### src/rtl/mem_stage_dmem_ctrl_pkg.sv
// ---------------------------------------------------------------------------
// mem_stage_dmem_ctrl_pkg
// Shared definitions for the MIPS memory stage: datapath widths used across
// the pipeline and the 2-bit encoding of the data-memory access FSM. The
// encoding is exported so the state can be observed on the debug port.
// No ports (package).
// ---------------------------------------------------------------------------
package mem_stage_dmem_ctrl_pkg;

    localparam int WORD_LEN        = 32;
    localparam int REG_32_ADDR_LEN = 5;

    // Access FSM encoding
    localparam logic [1:0] ST_IDLE = 2'd0;
    localparam logic [1:0] ST_REQ  = 2'd1;
    localparam logic [1:0] ST_RESP = 2'd2;
    localparam logic [1:0] ST_DONE = 2'd3;

    // An instruction needs the data memory if it is a load or a store.
    function automatic logic is_mem_op(input logic rd_en, input logic wr_en);
        return rd_en | wr_en;
    endfunction

endpackage

### src/rtl/mem_stage_dmem_ctrl_if.sv
// ---------------------------------------------------------------------------
// mem_stage_dmem_ctrl_if
// Request/grant/response channel between the memory-stage controller and the
// data memory.
//   master (controller): drives o_dmem_req/we/addr/wdata,
//                        receives i_dmem_gnt, i_dmem_rvalid, i_dmem_rdata.
//   slave  (memory)    : the mirror image.
// Handshake: a request is presented with o_dmem_req=1 and its address, write
// data and write enable held stable until the cycle in which i_dmem_gnt=1;
// that cycle completes the request. For a load, the data arrives in the cycle
// where i_dmem_rvalid=1, which may be the grant cycle itself or any later one.
// gnt/rvalid outside those windows carry no meaning and are ignored.
// ---------------------------------------------------------------------------
interface mem_stage_dmem_ctrl_if;
    import mem_stage_dmem_ctrl_pkg::*;

    logic                o_dmem_req;
    logic                o_dmem_we;
    logic [WORD_LEN-1:0] o_dmem_addr;
    logic [WORD_LEN-1:0] o_dmem_wdata;
    logic                i_dmem_gnt;
    logic                i_dmem_rvalid;
    logic [WORD_LEN-1:0] i_dmem_rdata;

    modport master (
        output o_dmem_req, o_dmem_we, o_dmem_addr, o_dmem_wdata,
        input  i_dmem_gnt, i_dmem_rvalid, i_dmem_rdata
    );

    modport slave (
        input  o_dmem_req, o_dmem_we, o_dmem_addr, o_dmem_wdata,
        output i_dmem_gnt, i_dmem_rvalid, i_dmem_rdata
    );

endinterface

### src/rtl/mem_stage_dmem_ctrl_wdt.sv
// ---------------------------------------------------------------------------
// dmem_timeout_wdt
// Watchdog for an outstanding data-memory access. Only built when the
// DMEM_TIMEOUT_EN macro is defined.
// Ports:
//   clk_i, rst_ni : clock, asynchronous active-low reset
//   start_i       : access is being launched (IDLE -> REQ edge); clears count
//   active_i      : FSM is in REQ or RESP; count advances
//   abort_o       : combinational, high in the last allowed wait cycle
//   err_o         : registered copy of abort_o, i.e. high in the DONE cycle
// ---------------------------------------------------------------------------
`ifdef DMEM_TIMEOUT_EN
module dmem_timeout_wdt #(
    parameter int TIMEOUT_CYCLES = 256
) (
    input  logic clk_i,
    input  logic rst_ni,
    input  logic start_i,
    input  logic active_i,
    output logic abort_o,
    output logic err_o
);

    localparam logic [15:0] LIMIT = 16'(TIMEOUT_CYCLES - 1);

    logic [15:0] cnt_q, cnt_d;
    logic        err_q, err_d;

    always_comb begin
        cnt_d = cnt_q;
        if (start_i) begin
            cnt_d = '0;
        end else if (active_i) begin
            cnt_d = cnt_q + 16'd1;
        end
    end

    assign abort_o = active_i && (cnt_q == LIMIT);
    assign err_d   = abort_o;
    assign err_o   = err_q;

    always_ff @(posedge clk_i or negedge rst_ni) begin
        if (!rst_ni) begin
            cnt_q <= '0;
            err_q <= 1'b0;
        end else begin
            cnt_q <= cnt_d;
            err_q <= err_d;
        end
    end

endmodule
`endif

### src/rtl/mem_stage_dmem_ctrl.sv
// ---------------------------------------------------------------------------
// mem_stage_dmem_ctrl
// MIPS memory-stage data-memory access controller. Sits between EX/MEM and
// MEM/WB: launches loads/stores on the data-memory channel, stalls the front
// of the pipeline while an access is outstanding and feeds MEM/WB, inserting
// a bubble while stalled.
// Optional feature: DMEM_TIMEOUT_EN adds a watchdog that aborts an access
// after TIMEOUT_CYCLES wait cycles and pulses o_bus_err.
// Ports:
//   i_sys_clk, i_sys_rst_n         : clock, asynchronous active-low reset
//   i_writeback_en_in, i_MEM_Rd_en, i_MEM_Wr_en, i_dest_in,
//   i_ALU_result_in, i_st_val_in   : EX/MEM contents
//   o_stall                        : freeze PC, IF/ID, ID/EX, EX/MEM
//   o_writebck_en_out, o_MEM_Rd_en, o_dest_out, o_ALU_result_out,
//   o_memread_out                  : MEM/WB inputs
//   o_dbg_state                    : current FSM state (debug)
//   dmem                           : data-memory channel (master side)
//   o_bus_err                      : timeout pulse (DMEM_TIMEOUT_EN only)
// ---------------------------------------------------------------------------
module mem_stage_dmem_ctrl
    import mem_stage_dmem_ctrl_pkg::*;
#(
    parameter int TIMEOUT_CYCLES = 256
) (
    input  logic                       i_sys_clk,
    input  logic                       i_sys_rst_n,
    input  logic                       i_writeback_en_in,
    input  logic                       i_MEM_Rd_en,
    input  logic                       i_MEM_Wr_en,
    input  logic [REG_32_ADDR_LEN-1:0] i_dest_in,
    input  logic [WORD_LEN-1:0]        i_ALU_result_in,
    input  logic [WORD_LEN-1:0]        i_st_val_in,
    output logic                       o_stall,
    output logic                       o_writebck_en_out,
    output logic                       o_MEM_Rd_en,
    output logic [REG_32_ADDR_LEN-1:0] o_dest_out,
    output logic [WORD_LEN-1:0]        o_ALU_result_out,
    output logic [WORD_LEN-1:0]        o_memread_out,
    output logic [1:0]                 o_dbg_state,
    mem_stage_dmem_ctrl_if.master      dmem
`ifdef DMEM_TIMEOUT_EN
    ,
    output logic                       o_bus_err
`endif
);

    if (TIMEOUT_CYCLES < 1 || TIMEOUT_CYCLES > 65535) begin : g_bad_timeout
        $error("TIMEOUT_CYCLES must be in 1..65535");
    end

    logic [1:0]          state_q, state_d;
    logic [WORD_LEN-1:0] addr_q, addr_d;
    logic [WORD_LEN-1:0] wdata_q, wdata_d;
    logic [WORD_LEN-1:0] rdata_q, rdata_d;
    logic                we_q, we_d;

    logic mem_op;
    logic start;
    logic waiting;
    logic wdt_abort;
    logic wdt_err;

    assign mem_op  = is_mem_op(i_MEM_Rd_en, i_MEM_Wr_en);
    assign start   = (state_q == ST_IDLE) && mem_op;
    assign waiting = (state_q == ST_REQ) || (state_q == ST_RESP);

`ifdef DMEM_TIMEOUT_EN
    dmem_timeout_wdt #(
        .TIMEOUT_CYCLES(TIMEOUT_CYCLES)
    ) u_wdt (
        .clk_i   (i_sys_clk),
        .rst_ni  (i_sys_rst_n),
        .start_i (start),
        .active_i(waiting),
        .abort_o (wdt_abort),
        .err_o   (wdt_err)
    );
    assign o_bus_err = wdt_err;
`else
    assign wdt_abort = 1'b0;
    assign wdt_err   = 1'b0;
`endif

    always_comb begin
        state_d = state_q;
        addr_d  = addr_q;
        wdata_d = wdata_q;
        rdata_d = rdata_q;
        we_d    = we_q;
        case (state_q)
            ST_IDLE: begin
                if (mem_op) begin
                    state_d = ST_REQ;
                    addr_d  = i_ALU_result_in;
                    wdata_d = i_st_val_in;
                    // Store wins when both enables are set.
                    we_d    = i_MEM_Wr_en;
                end
            end
            ST_REQ: begin
                // A completing access beats the watchdog; otherwise the abort
                // must win over a bare load grant, or the count would run past
                // its limit while waiting in RESP.
                if (dmem.i_dmem_gnt && (we_q || dmem.i_dmem_rvalid)) begin
                    state_d = ST_DONE;
                    if (!we_q) begin
                        rdata_d = dmem.i_dmem_rdata;
                    end
                end else if (wdt_abort) begin
                    state_d = ST_DONE;
                    rdata_d = '0;
                end else if (dmem.i_dmem_gnt) begin
                    state_d = ST_RESP;
                end
            end
            ST_RESP: begin
                if (dmem.i_dmem_rvalid) begin
                    state_d = ST_DONE;
                    rdata_d = dmem.i_dmem_rdata;
                end else if (wdt_abort) begin
                    state_d = ST_DONE;
                    rdata_d = '0;
                end
            end
            default: begin
                state_d = ST_IDLE;
            end
        endcase
    end

    always_ff @(posedge i_sys_clk or negedge i_sys_rst_n) begin
        if (!i_sys_rst_n) begin
            state_q <= ST_IDLE;
            addr_q  <= '0;
            wdata_q <= '0;
            rdata_q <= '0;
            we_q    <= 1'b0;
        end else begin
            state_q <= state_d;
            addr_q  <= addr_d;
            wdata_q <= wdata_d;
            rdata_q <= rdata_d;
            we_q    <= we_d;
        end
    end

    assign o_stall = start || waiting;

    // MEM/WB sees a bubble while stalled; an aborted access retires without
    // writeback (wdt_err is only ever high in its DONE cycle).
    assign o_writebck_en_out = i_writeback_en_in & ~o_stall & ~wdt_err;
    assign o_MEM_Rd_en       = i_MEM_Rd_en & ~o_stall;
    assign o_dest_out        = i_dest_in;
    assign o_ALU_result_out  = i_ALU_result_in;
    assign o_memread_out     = rdata_q;
    assign o_dbg_state       = state_q;

    assign dmem.o_dmem_req   = (state_q == ST_REQ);
    assign dmem.o_dmem_we    = (state_q == ST_REQ) && we_q;
    assign dmem.o_dmem_addr  = addr_q;
    assign dmem.o_dmem_wdata = wdata_q;

endmodule

### src/flat_wrapper.sv
// flat-port wrapper written by rule: the top's interface ports become plain ports
module mem_stage_dmem_ctrl_flat import mem_stage_dmem_ctrl_pkg::*;
#(
    parameter int TIMEOUT_CYCLES = 256
)
  (i_sys_clk, i_sys_rst_n, i_writeback_en_in, i_MEM_Rd_en, i_MEM_Wr_en, i_dest_in, i_ALU_result_in, i_st_val_in, o_stall, o_writebck_en_out, o_MEM_Rd_en, o_dest_out, o_ALU_result_out, o_memread_out, o_dbg_state, dmem_o_dmem_req, dmem_o_dmem_we, dmem_o_dmem_addr, dmem_o_dmem_wdata, dmem_i_dmem_gnt, dmem_i_dmem_rvalid, dmem_i_dmem_rdata);
  mem_stage_dmem_ctrl_if dmem_i ();
  input  logic i_sys_clk;
  input  logic i_sys_rst_n;
  input  logic i_writeback_en_in;
  input  logic i_MEM_Rd_en;
  input  logic i_MEM_Wr_en;
  input  logic [REG_32_ADDR_LEN-1:0] i_dest_in;
  input  logic [WORD_LEN-1:0] i_ALU_result_in;
  input  logic [WORD_LEN-1:0] i_st_val_in;
  output logic o_stall;
  output logic o_writebck_en_out;
  output logic o_MEM_Rd_en;
  output logic [REG_32_ADDR_LEN-1:0] o_dest_out;
  output logic [WORD_LEN-1:0] o_ALU_result_out;
  output logic [WORD_LEN-1:0] o_memread_out;
  output logic [1:0] o_dbg_state;
  output wire logic [$bits(dmem_i.o_dmem_req)-1:0] dmem_o_dmem_req;
  output wire logic [$bits(dmem_i.o_dmem_we)-1:0] dmem_o_dmem_we;
  output wire logic [$bits(dmem_i.o_dmem_addr)-1:0] dmem_o_dmem_addr;
  output wire logic [$bits(dmem_i.o_dmem_wdata)-1:0] dmem_o_dmem_wdata;
  input wire logic [$bits(dmem_i.i_dmem_gnt)-1:0] dmem_i_dmem_gnt;
  input wire logic [$bits(dmem_i.i_dmem_rvalid)-1:0] dmem_i_dmem_rvalid;
  input wire logic [$bits(dmem_i.i_dmem_rdata)-1:0] dmem_i_dmem_rdata;
  assign dmem_o_dmem_req = dmem_i.o_dmem_req;
  assign dmem_o_dmem_we = dmem_i.o_dmem_we;
  assign dmem_o_dmem_addr = dmem_i.o_dmem_addr;
  assign dmem_o_dmem_wdata = dmem_i.o_dmem_wdata;
  assign dmem_i.i_dmem_gnt = dmem_i_dmem_gnt;
  assign dmem_i.i_dmem_rvalid = dmem_i_dmem_rvalid;
  assign dmem_i.i_dmem_rdata = dmem_i_dmem_rdata;
  mem_stage_dmem_ctrl #(.TIMEOUT_CYCLES(TIMEOUT_CYCLES)) u_core (.i_sys_clk(i_sys_clk), .i_sys_rst_n(i_sys_rst_n), .i_writeback_en_in(i_writeback_en_in), .i_MEM_Rd_en(i_MEM_Rd_en), .i_MEM_Wr_en(i_MEM_Wr_en), .i_dest_in(i_dest_in), .i_ALU_result_in(i_ALU_result_in), .i_st_val_in(i_st_val_in), .o_stall(o_stall), .o_writebck_en_out(o_writebck_en_out), .o_MEM_Rd_en(o_MEM_Rd_en), .o_dest_out(o_dest_out), .o_ALU_result_out(o_ALU_result_out), .o_memread_out(o_memread_out), .o_dbg_state(o_dbg_state), .dmem(dmem_i));
endmodule
### config.mk
export PLATFORM = sky130hd
export DESIGN_NAME = mem_stage_dmem_ctrl_flat
export DESIGN_NICKNAME = d
export VERILOG_FILES = /design/src/rtl/mem_stage_dmem_ctrl_pkg.sv /design/src/rtl/mem_stage_dmem_ctrl_if.sv /design/src/rtl/mem_stage_dmem_ctrl_wdt.sv /design/src/rtl/mem_stage_dmem_ctrl.sv /design/src/flat_wrapper.sv
export SDC_FILE = /design/constraint.sdc
export NUM_CORES = 1
export LEC_CHECK = 0
export BUFFER_PORTS_ARGS = -buffer_cell sky130_fd_sc_hd__buf_4
export CAP_MARGIN = 10
export CORE_AREA = 2 2 108 110
export CTS_CLUSTER_DIAMETER = 80
export DETAILED_ROUTE_END_ITERATION = 16
export DIE_AREA = 0 0 110 112
export HOLD_SLACK_MARGIN = 0.06
export PLACE_DENSITY_LB_ADDON = 0.08
export SYNTH_ARGS = -nofsm -noshare
export SYNTH_HDL_FRONTEND = slang
export SYNTH_SLANG_ARGS = --single-unit
### constraint.sdc
create_clock -name i_sys_clk -period 1.4 [get_ports i_sys_clk]
set_input_delay 0.07 -clock i_sys_clk [delete_from_list [all_inputs] [get_ports i_sys_clk]]
set_output_delay 0.07 -clock i_sys_clk [all_outputs]
set_load 0.01 [all_outputs]
==> results.json <==
{
  "grt-ovfl-total": 0,
  "placedInstanceArea_um2": 6240,
  "fin_cells": 752,
  "ys_seq_elements": 99,
  "first_global_vias": 3692,
  "placementRows": 39,
  "cts_tree": "built",
  "critPathTopFamily": "flip-flops",
  "dpl.hpwl_um": 8000,
  "die_h_um": 112,
  "final_area_um2": 7960,
  "core-area_um2": 11200,
  "final_util_pct": 71.2,
  "post-place-ws_ns": -0.214,
  "start_util_pct": 39.1,
  "drcViolationCount": 0,
  "layout_commonest_cell": "buf_4",
  "p_leak_uw": 0.00411,
  "crit_buf_inv": 1,
  "ys_types": 23,
  "drt-initial-drc-count": 125,
  "seq_area_frac_synth_pct": 56.6,
  "ios": 248,
  "min_period_ns": 1.63,
  "clock_skew_ns": 0.00564,
  "drive_gt1_share_pct": 65.4,
  "grt_max_degree": 38,
  "gp_congestion": 0.769,
  "critical_path.max_stage_delay_ns": 0.45,
  "cts.sinks": 99,
  "setup_viol": 103,
  "drt_first_pass_iters": 4,
  "slew_headroom_pct": 74.8,
  "period_share_pct": 117,
  "routedWlPerCell_um": 17.2,
  "wl_um": 12900,
  "ant_nets": 0,
  "clock-root-buffer": "clkbuf_16",
  "crit_chain": "ha_4, nor2b_4, o21ai_2, nand2_4, clkbuf_16, mux2_4",
  "numCtsBuffers": 9,
  "htreeDepth": 3,
  "antenna_found_initial": 0,
  "placed_cells": 625,
  "critPathLaunchType": "flop",
  "area_growth_pct": 82.0,
  "clk_pin_slew_ns": 0.06,
  "path_max_fanout": 8,
  "via_count": 3393,
  "vdd_drop_max_mv": 1.33,
  "powerDensity_nw_per_um2": 2360,
  "slowest_stage": "dfrtp_2",
  "yosysWarnings": 0,
  "setup_ws_ns": -0.232,
  "cp.arrival_ns": 1.85,
  "hold_viol_final": 0,
  "syn_inst": 269,
  "port_buffers": 237,
  "syn_area_um2": 4370,
  "crit_type": "reg2reg",
  "clock_latency_ns": 0.34,
  "fin_nets": 717,
  "antenna_cells": 0,
  "clock.fmax_ghz": 0.613,
  "violations": "setup timing",
  "outcome": "complete, but fails checks",
  "endpoint_kind": "flop",
  "layout_common_cells": "245 x buf_4, 98 x dlygate4sd3_1, 98 x dfrtp_1",
  "via_per_inst": 4.51,
  "holdCritPathClass": "in2out",
  "dieArea_um2": 12300,
  "synth_nets": 381,
  "postSynthAreaPerCell_um2": 16.3,
  "drv_cap": 0,
  "rsz0062_at_grt": "true",
  "crit_required_ns": 1.62,
  "grt_first_pass_wirelength_um": 19400,
  "grtUsageTotal_pct": 20.6,
  "dieWidth_um": 110,
  "cts_buffer_depth": 2,
  "final_max_slew_viol_count": 0,
  "worst_slew_pin_slew_ns": 0.377
}
-- routing by layer --
layer	global-route usage (%)	routed length [µm]	up-vias
li1	-	-	1559
met1	24.2	5140	1667
met2	35.9	6550	150
met3	5.39	1020	17
met4	7.17	224	0
met5	0	0	-
-- Yosys cell counts --
| library cell | instances | area share [%] |
|---|---|---|
| a221oi_1 | 1 | 0.20 |
| and2_1 | 1 | 0.14 |
| buf_2 | 2 | 0.23 |
| buf_4 | 37 | 6.4 |
| buf_6 | 8 | 2.1 |
| dfrtp_1 | 99 | 57 |
| ha_1 | 4 | 1.1 |
| inv_1 | 4 | 0.34 |
| mux2_2 | 27 | 7.0 |
| mux2_4 | 69 | 24 |
| nand2_1 | 4 | 0.34 |
| nand2_2 | 1 | 0.14 |
| nand2b_1 | 1 | 0.14 |
| nand3b_1 | 1 | 0.17 |
| nor2_1 | 2 | 0.17 |
| nor2b_1 | 1 | 0.14 |
| nor3b_1 | 1 | 0.17 |
| o211a_1 | 1 | 0.23 |
| o21ai_0 | 1 | 0.11 |
| o21ai_1 | 1 | 0.11 |
| o21ai_2 | 1 | 0.20 |
| o22ai_1 | 1 | 0.14 |
| o31ai_1 | 1 | 0.17 |
-- path summary, 6_finish.rpt --
check,start,slack (ns),end,cells past startpoint
max,u_core.o_dbg_state[1],-0.23,u_core.o_memread_out[13],6
max reg2reg,u_core.o_dbg_state[1],-0.23,u_core.o_memread_out[13],6
min,i_dest_in[2],0.14,o_dest_out[2],0
min in group asynchronous,i_sys_rst_n,0.20,u_core.dmem.o_dmem_addr[24],2
max in group asynchronous,i_sys_rst_n,0.58,u_core.o_memread_out[2],3
min reg2reg,u_core.dmem.o_dmem_addr[1],0.51,u_core.dmem.o_dmem_addr[1],1
-- area by class of cell --
cell class	count	area, µm²
timing repair buffer	372	3300
fill	755	3210
sequential	99	2480
multi-input combinational	119	1690
clock buffer	13	260
tap	143	179
clock inverter	2	35.0
inverter	4	17.5
-- report_power, final --
group	switching [µW]	total, µW	internal [µW]
sequential	881	5280	4400
combinational	3980	11000	7040
clock	1020	2490	1470
-- stage by stage --
stage / TNS, ns / power [µW] / hold WS, ns
CTS: -15.22 / 18500 / 0.140
global placement: -10.90 / 14300 / 0.0167
finish: -14.52 / 18800 / 0.140
floorplan: -16.23 / 10700 / -0.226
global route: -19.77 / 19800 / 0.140
detailed placement: -13.31 / 14500 / 0.0202
-- state kept, by name, indices dropped and copies added, names as in the netlist --
signal	flops
u_core.o_memread_out	32
u_core.o_dbg_state	2
u_core.we_q	1
u_core.dmem.o_dmem_addr	32
u_core.dmem.o_dmem_wdata	32
-- logic make-up (layout without fill, tap and decap cells) --
group | after synthesis | after routing | share of synthesized area (%)
fa+ha+maj | 4 | 4 | 1.14
buf+inv | 51 | 391 | 8.98
mux | 96 | 96 | 30.6
flops | 99 | 99 | 56.6
compound gates | 7 | 7 | 1.17
simple gates | 12 | 12 | 1.43
-- what timing repair did --
action / CTS / global route
setup buffers: 7 / 4
endpoints found under the hold margin: 176 / 0
cloned: 3 / 3
hold buffers: 98 / 0
resized for setup: 44 / 16
setup endpoints to repair: 103 / 103
pin swaps: 0 / 1
(Power assumes the default switching activity.)
